### src/rtl/ev_pred_pkg.sv
// Shared decode fields, FSM encoding and 2-bit counter constants for the
// MicroEV20 branch predictor.
package ev_pred_pkg;
  localparam logic [2:0] OP_JMP  = 3'b100;
  localparam int         CLS_BIT = 13;
  localparam int         TGT_HI  = 10;
  localparam int         TGT_LO  = 0;

  typedef enum logic {IDLE = 1'b0, WAIT_RES = 1'b1} state_e;

  localparam logic [1:0] CTR_SNT = 2'b00;
  localparam logic [1:0] CTR_WNT = 2'b01;
  localparam logic [1:0] CTR_WT  = 2'b10;
  localparam logic [1:0] CTR_ST  = 2'b11;

  function automatic logic [1:0] ctr_upd(input logic [1:0] c, input logic taken);
    if (taken) return (c == CTR_ST)  ? CTR_ST  : c + 2'd1;
    else       return (c == CTR_SNT) ? CTR_SNT : c - 2'd1;
  endfunction
endpackage

### src/rtl/branch_pred_ctrl_if.sv
// Fetch/resolve/redirect bundle between the fetch stage and the predictor.
interface branch_pred_ctrl_if #(
  parameter int PC_W    = 11,
  parameter int INSTR_W = 22
);
  logic               instr_valid;
  logic [INSTR_W-1:0] instr;
  logic [PC_W-1:0]    pc;
  logic               instr_ready;
  logic               pred_taken;
  logic [PC_W-1:0]    next_pc;
  logic               resolve_valid;
  logic               resolve_taken;
  logic               redirect_valid;
  logic [PC_W-1:0]    redirect_pc;

  modport master (
    output instr_valid, instr, pc, resolve_valid, resolve_taken,
    input  instr_ready, pred_taken, next_pc, redirect_valid, redirect_pc
  );
  modport slave (
    input  instr_valid, instr, pc, resolve_valid, resolve_taken,
    output instr_ready, pred_taken, next_pc, redirect_valid, redirect_pc
  );
endinterface

### src/rtl/branch_pred_ctrl_bp_ctr_table.sv
// 2^IDX_W entries of 2-bit saturating counters: async read, sync update,
// reset to weakly not-taken.
module bp_ctr_table
  import ev_pred_pkg::*;
#(
  parameter int IDX_W = 4
) (
  input  logic             clk,
  input  logic             rst_n,
  input  logic [IDX_W-1:0] rd_idx,
  output logic [1:0]       rd_ctr,
  input  logic             wr_en,
  input  logic [IDX_W-1:0] wr_idx,
  input  logic             wr_taken
);
  localparam int N = 1 << IDX_W;

  logic [N-1:0][1:0] ctr_q, ctr_d;

  always_comb begin
    ctr_d = ctr_q;
    if (wr_en) ctr_d[wr_idx] = ctr_upd(ctr_q[wr_idx], wr_taken);
  end

  always_ff @(posedge clk or negedge rst_n)
    if (!rst_n) ctr_q <= {N{CTR_WNT}};
    else        ctr_q <= ctr_d;

  assign rd_ctr = ctr_q[rd_idx];
endmodule

### src/rtl/branch_pred_ctrl.sv
// Fetch-stage branch predictor: one conditional jump in flight, redirect on
// mispredict. Define PRED_STATS_EN to build the branch/mispredict counters.
module branch_pred_ctrl
  import ev_pred_pkg::*;
#(
  parameter int IDX_W   = 4,
  parameter int PC_W    = 11,
  parameter int INSTR_W = 22
) (
  input  logic                clk,
  input  logic                rst_n,
  branch_pred_ctrl_if.slave   bp,
  output logic [15:0]         branch_cnt,
  output logic [15:0]         mispred_cnt
);
  state_e           state_q, state_d;
  logic [IDX_W-1:0] idx_q, idx_d;
  logic [PC_W-1:0]  tgt_q, tgt_d, ft_q, ft_d;
  logic             pred_q, pred_d;
  logic             redir_v_q, redir_v_d;
  logic [PC_W-1:0]  redir_pc_q, redir_pc_d;

  logic [2:0]      op;
  logic            is_jmp, is_cond, accept, resolve, mispred;
  logic [1:0]      rd_ctr;
  logic [PC_W-1:0] tgt;
  logic            unused_instr_hi;

  assign op      = bp.instr[CLS_BIT -: 3];
  assign is_jmp  = (op == OP_JMP);
  assign is_cond = op[2] && !is_jmp;
  assign tgt     = PC_W'(bp.instr[TGT_HI:TGT_LO]);
  assign unused_instr_hi = ^bp.instr[INSTR_W-1:CLS_BIT+1];

  bp_ctr_table #(.IDX_W(IDX_W)) u_tbl (
    .clk      (clk),
    .rst_n    (rst_n),
    .rd_idx   (bp.pc[IDX_W-1:0]),
    .rd_ctr   (rd_ctr),
    .wr_en    (resolve),
    .wr_idx   (idx_q),
    .wr_taken (bp.resolve_taken)
  );

  // The redirect cycle carries a wrong-path fetch, so it is not accepted.
  assign bp.instr_ready    = (state_q == IDLE) && !redir_v_q;
  assign bp.pred_taken     = is_cond && rd_ctr[1];
  assign bp.next_pc        = (is_jmp || bp.pred_taken) ? tgt : bp.pc;
  assign bp.redirect_valid = redir_v_q;
  assign bp.redirect_pc    = redir_pc_q;

  assign accept  = bp.instr_valid && bp.instr_ready && is_cond;
  assign resolve = (state_q == WAIT_RES) && bp.resolve_valid;
  assign mispred = resolve && (bp.resolve_taken != pred_q);

  always_comb begin
    state_d    = state_q;
    idx_d      = idx_q;
    tgt_d      = tgt_q;
    ft_d       = ft_q;
    pred_d     = pred_q;
    redir_v_d  = 1'b0;
    redir_pc_d = redir_pc_q;
    if (resolve) begin
      state_d = IDLE;
      if (mispred) begin
        redir_v_d  = 1'b1;
        redir_pc_d = bp.resolve_taken ? tgt_q : ft_q;
      end
    end else if (accept) begin
      state_d = WAIT_RES;
      idx_d   = bp.pc[IDX_W-1:0];
      tgt_d   = tgt;
      ft_d    = bp.pc;
      pred_d  = bp.pred_taken;
    end
  end

  always_ff @(posedge clk or negedge rst_n)
    if (!rst_n) begin
      state_q    <= IDLE;
      idx_q      <= '0;
      tgt_q      <= '0;
      ft_q       <= '0;
      pred_q     <= 1'b0;
      redir_v_q  <= 1'b0;
      redir_pc_q <= '0;
    end else begin
      state_q    <= state_d;
      idx_q      <= idx_d;
      tgt_q      <= tgt_d;
      ft_q       <= ft_d;
      pred_q     <= pred_d;
      redir_v_q  <= redir_v_d;
      redir_pc_q <= redir_pc_d;
    end

`ifdef PRED_STATS_EN
  logic [15:0] br_cnt_q, br_cnt_d, mis_cnt_q, mis_cnt_d;

  always_comb begin
    br_cnt_d  = br_cnt_q;
    mis_cnt_d = mis_cnt_q;
    if (resolve && br_cnt_q != 16'hFFFF)  br_cnt_d  = br_cnt_q + 16'd1;
    if (mispred && mis_cnt_q != 16'hFFFF) mis_cnt_d = mis_cnt_q + 16'd1;
  end

  always_ff @(posedge clk or negedge rst_n)
    if (!rst_n) begin
      br_cnt_q  <= '0;
      mis_cnt_q <= '0;
    end else begin
      br_cnt_q  <= br_cnt_d;
      mis_cnt_q <= mis_cnt_d;
    end

  assign branch_cnt  = br_cnt_q;
  assign mispred_cnt = mis_cnt_q;
`else
  assign branch_cnt  = '0;
  assign mispred_cnt = '0;
`endif
endmodule
### src/flat_wrapper.sv
// flat-port wrapper written by rule: the top's interface ports become plain ports
module branch_pred_ctrl_flat import ev_pred_pkg::*;
#(
  parameter int IDX_W   = 4,
  parameter int PC_W    = 11,
  parameter int INSTR_W = 22
)
  (clk, rst_n, branch_cnt, mispred_cnt, bp_instr_valid, bp_instr, bp_pc, bp_resolve_valid, bp_resolve_taken, bp_instr_ready, bp_pred_taken, bp_next_pc, bp_redirect_valid, bp_redirect_pc);
  branch_pred_ctrl_if #(.PC_W(PC_W), .INSTR_W(INSTR_W)) bp_i ();
  input  logic clk;
  input  logic rst_n;
  output logic [15:0] branch_cnt;
  output logic [15:0] mispred_cnt;
  input wire logic [$bits(bp_i.instr_valid)-1:0] bp_instr_valid;
  input wire logic [$bits(bp_i.instr)-1:0] bp_instr;
  input wire logic [$bits(bp_i.pc)-1:0] bp_pc;
  input wire logic [$bits(bp_i.resolve_valid)-1:0] bp_resolve_valid;
  input wire logic [$bits(bp_i.resolve_taken)-1:0] bp_resolve_taken;
  output wire logic [$bits(bp_i.instr_ready)-1:0] bp_instr_ready;
  output wire logic [$bits(bp_i.pred_taken)-1:0] bp_pred_taken;
  output wire logic [$bits(bp_i.next_pc)-1:0] bp_next_pc;
  output wire logic [$bits(bp_i.redirect_valid)-1:0] bp_redirect_valid;
  output wire logic [$bits(bp_i.redirect_pc)-1:0] bp_redirect_pc;
  assign bp_i.instr_valid = bp_instr_valid;
  assign bp_i.instr = bp_instr;
  assign bp_i.pc = bp_pc;
  assign bp_i.resolve_valid = bp_resolve_valid;
  assign bp_i.resolve_taken = bp_resolve_taken;
  assign bp_instr_ready = bp_i.instr_ready;
  assign bp_pred_taken = bp_i.pred_taken;
  assign bp_next_pc = bp_i.next_pc;
  assign bp_redirect_valid = bp_i.redirect_valid;
  assign bp_redirect_pc = bp_i.redirect_pc;
  branch_pred_ctrl #(.IDX_W(IDX_W), .PC_W(PC_W), .INSTR_W(INSTR_W)) u_core (.clk(clk), .rst_n(rst_n), .bp(bp_i), .branch_cnt(branch_cnt), .mispred_cnt(mispred_cnt));
endmodule
### config.mk
export PLATFORM = sky130hd
export DESIGN_NAME = branch_pred_ctrl_flat
export DESIGN_NICKNAME = d
export VERILOG_FILES = /design/src/rtl/ev_pred_pkg.sv /design/src/rtl/branch_pred_ctrl_if.sv /design/src/rtl/branch_pred_ctrl_bp_ctr_table.sv /design/src/rtl/branch_pred_ctrl.sv /design/src/flat_wrapper.sv
export SDC_FILE = /design/constraint.sdc
export NUM_CORES = 1
export LEC_CHECK = 0
export CAP_MARGIN = 15
export CORE_ASPECT_RATIO = 0.6
export CORE_MARGIN = 5
export CORE_UTILIZATION = 54
export CTS_BUF_LIST = sky130_fd_sc_hd__clkbuf_2 sky130_fd_sc_hd__clkbuf_4 sky130_fd_sc_hd__clkbuf_8
export CTS_CLUSTER_DIAMETER = 80
export DETAILED_ROUTE_END_ITERATION = 8
export PLACE_DENSITY = 0.95
export SETUP_SLACK_MARGIN = 0.1
export SLEW_MARGIN = 30
export SYNTH_ARGS = -nofsm -noshare
export SYNTH_HDL_FRONTEND = slang
export SYNTH_SLANG_ARGS = --single-unit
export TNS_END_PERCENT = 50
### constraint.sdc
create_clock -name clk -period 8.4 [get_ports clk]
set_clock_uncertainty 0.2 [all_clocks]
set_input_delay 2.1 -clock clk [delete_from_list [all_inputs] [get_ports clk]]
set_output_delay 2.1 -clock clk [all_outputs]
set_load 0.03 [all_outputs]
==> summary.txt <==
Worst hold path
  – Worst min path class: reg -> reg

Power
  – Pwr/cell area: 275.1 nW/µm²
  – Leak pwr: 1.850 nW
  – Total power: 1.180 mW
  – VDD IR max: 0.0001401 V

Route
  – Iter 0 DRT Violations: 175
  – Vias: 2401
  – DRC Markers: 0
  – Detail Route Antenna Nets: 0
  – Post-DR vias/cell: about 5.6
  – Routed WL: approximately 8500 µm
  – DR WL/cell: 19.94 µm
  – First-pass detailed-route iteration total: 4

Yosys
  – Fraction of registers with async set/reset: 1.000
  – Mapped Area: 3627 µm²
  – Synth Warn #: 0
  – Most common library cells after synthesis: mux2_2, dfrtp_1, buf_4, nor2_1, dfstp_2
  – Largest family of logic cells by synthesized area: multiplexers
  – Adder-Cell Fraction of Synth Area: 0.006209
  – Synth Area in Compound Gates: 0.02070
  – #FFs+latches synth: 68
  – Main synth FF type: dfrtp_1
  – Mapped Avg Cell Area: 12.82 µm²
  – Synth area leaders: dfrtp_1, mux2_2, dfstp_2
  – Synth Area in XOR/XNOR: 0.002415
  – Post-synthesis mux area share: 0.3277
  – Simple-gate share of the synthesized area: 0.07382
  – Count of cell types in the netlist: 33
  – Largest area contributor in the netlist: dfrtp_1
  – Count leader, synth: mux2_2
  – Sequential fraction of the synthesis area: 0.4746
  – Post-synth EDFFs: 0
  – Area share of the largest cell type after synthesis: 0.3587
  – Gate Count Post-Synth: 283

Clock tree
  – Clk slew on worst S/H paths: roughly 80 ps
  – CTS sink count: 68
  – Count of hold-fix buffers inserted at cts: 0
  – Clk buf depth: 2
  – Root Buffer: clkbuf_8
  – H-tree Lvls: 3
  – Num CTS Buffers: 9
  – Worst skew pair latency: 350 ps
  – CTS tree: yes
  – Post-CTS setup repair buffer count: 0
  – Post-CTS Resized: 0

Placement
  – Inst Count DP: just over 400
  – GPL Wtd Cong: ~0.8
  – PortBufs: 54
  – Hpwl dp: approximately 6000 µm
  – Dpl cell area: 4069 µm²

Timing
  – Max Slew Vio Count: 0
  – Slew margin rel.: 0.3551
  – Fmax: between 0.1 and 0.15 GHz
  – Setup repair after global routing missed its margin: no
  – Final Hold Fails: 0
  – Setup TNS: 0 ps
  – Worst slew pin tran: 964.3 ps
  – Final Setup Violations: 0
  – Crit share post-route: 0.9016
  – Period minus WS final: 7574 ps

Layout
  – ANT cells: 0
  – Layout cells sized above 1: 0.3521
  – Final Non-Filler Cells: ~430
  – Area grow syn2layout: 18.28%
  – Final Cell Area: 4290 µm²
  – Layout Nets: 371

Worst setup path
  – Crit-path cells: clkdlybuf4s50_1 > mux4_2 > mux2i_1 > nand3_1 > nand3_1 > mux2_2 > clkdlybuf4s50_1
  – CP arrival: approximately 5300 ps
  – Setup CP Type: in -> out
  – Critical Path RT: 6100 ps
  – Critical Path Sink Type: output port
  – Critical path's slowest cell: clkdlybuf4s50_1
  – Worst-path fanout max: 11
  – Family with the most delay on the worst path: buffers and inverters
  – Crit path largest cell delay: ~730 ps
  – Crit path buf inv count: 2
  – Worst Setup Start Kind: input port

Run status
  – Status: complete, no violations

GRT
  – Initial antenna violation count: 0
  – First-pass GRT wire length: 13250 µm
  – Tot GR Track Use: 0.2097
  – Pin count of the biggest net entering global routing: 69
  – Vias in the first global route: roughly 2500
  – GR Overflow Total: 0

Die
  – Ports: between 90 and 100
  – Initial core utilization: 0.5504
  – Die H: 73.49 µm
  – Die area: 8510 µm²
  – Core area: 6590 µm²
  – Row count: 23
  – Die Wd: ~120 µm

Flow run
  – Max-cap violations: 0
-- placed cells by master, fill, tap and decap left out, types with 2 or more instances in the layout --
| cell type | instances |
|---|---|
| clkdlybuf4s50_1 | 53 |
| dfstp_2 | 16 |
| bufinv_16 | 2 |
| mux2i_1 | 13 |
| nor3_1 | 2 |
| nand2_1 | 12 |
| mux2_4 | 6 |
| mux2_2 | 60 |
| nand3_1 | 6 |
| buf_4 | 2 |
| nand2b_1 | 2 |
| clkbuf_8 | 9 |
| dfrtp_1 | 52 |
| nor2b_1 | 2 |
| a21oi_1 | 11 |
| conb_1 | 32 |
| nand4_1 | 2 |
| mux4_2 | 13 |
| maj3_2 | 2 |
| clkinv_4 | 2 |
| nor2_1 | 23 |
-- final cells by class --
cell class	instances	area, µm²
Fill cell	474	2300
Clock inverter	6	90.09
Sequential cell	68	1722
Clock buffer	10	131.4
Multi-Input combinational cell	197	1684
Timing Repair Buffer	56	550.5
Inverter	1	3.754
Tap cell	87	108.9
-- metrics by stage --
step                utilization  setup slack [ps]  hold slack [ps]
finish                   0.6510             826.4            310.8
global route             0.6510             681.4            325.4
CTS                      0.6510             789.0            312.8
detailed placement       0.6174             789.1            296.0
global placement         0.6172             923.4            289.3
floorplan                     -              2238            280.0
-- sequential cells by signal, indices dropped and copies added, names as in the netlist --
| signal | cells |
|---|---|
| u_core.bp.redirect_pc | 11 |
| u_core.bp.redirect_valid | 1 |
| u_core.ft_q | 11 |
| u_core.pred_q | 1 |
| u_core.state_q | 1 |
| u_core.tgt_q | 11 |
| u_core.u_tbl.ctr_q | 32 |
-- power breakdown --
part	switching (mW)	total [mW]	internal [mW]
combinational	0.190	0.368	0.178
clock	0.129	0.300	0.171
sequential	0.0742	0.513	0.439
-- final timing paths --
check | from | to | slack, ps | cells past startpoint
min in group asynchronous | rst_n | u_core.pred_q$_DFFE_PN0P_ | 1750 | 2
hold reg to reg | u_core.ft_q[8]$_DFFE_PN0P_ | u_core.ft_q[8]$_DFFE_PN0P_ | 310 | 1
setup reg to reg | u_core.ft_q[0]$_DFFE_PN0P_ | u_core.u_tbl.ctr_q[9]$_DFFE_PN0P_ | 5570 | 5
hold / removal | u_core.ft_q[8]$_DFFE_PN0P_ | u_core.ft_q[8]$_DFFE_PN0P_ | 310 | 1
max in group asynchronous | rst_n | u_core.u_tbl.ctr_q[27]$_DFFE_PN0P_ | 5710 | 2
setup / recovery | bp_pc[0] | bp_next_pc[10] | 830 | 7
-- layer usage --
metal | part of all wire | global-route usage | up-vias
met1 | 0.41 | 0.2718 | 1239
met5 | 0 | 0 | -
met4 | 0.020 | 0.07593 | 0
met3 | 0.070 | 0.05761 | 17
li1 | - | - | 1044
met2 | 0.50 | 0.3423 | 101
-- cells by family (layout without fill, tap and decap cells) --
| logic type | count (synthesis) | count (layout) |
|---|---|---|
| simple gates | 57 | 57 |
| xor+xnor | 1 | 1 |
| fa+ha+maj | 2 | 2 |
| compound gates | 13 | 13 |
| flops | 68 | 68 |
| other cells | 1 | 32 |
| mux | 92 | 92 |
| buf+inv | 49 | 73 |
No activity file was read; power rests on OpenSTA's default activity.
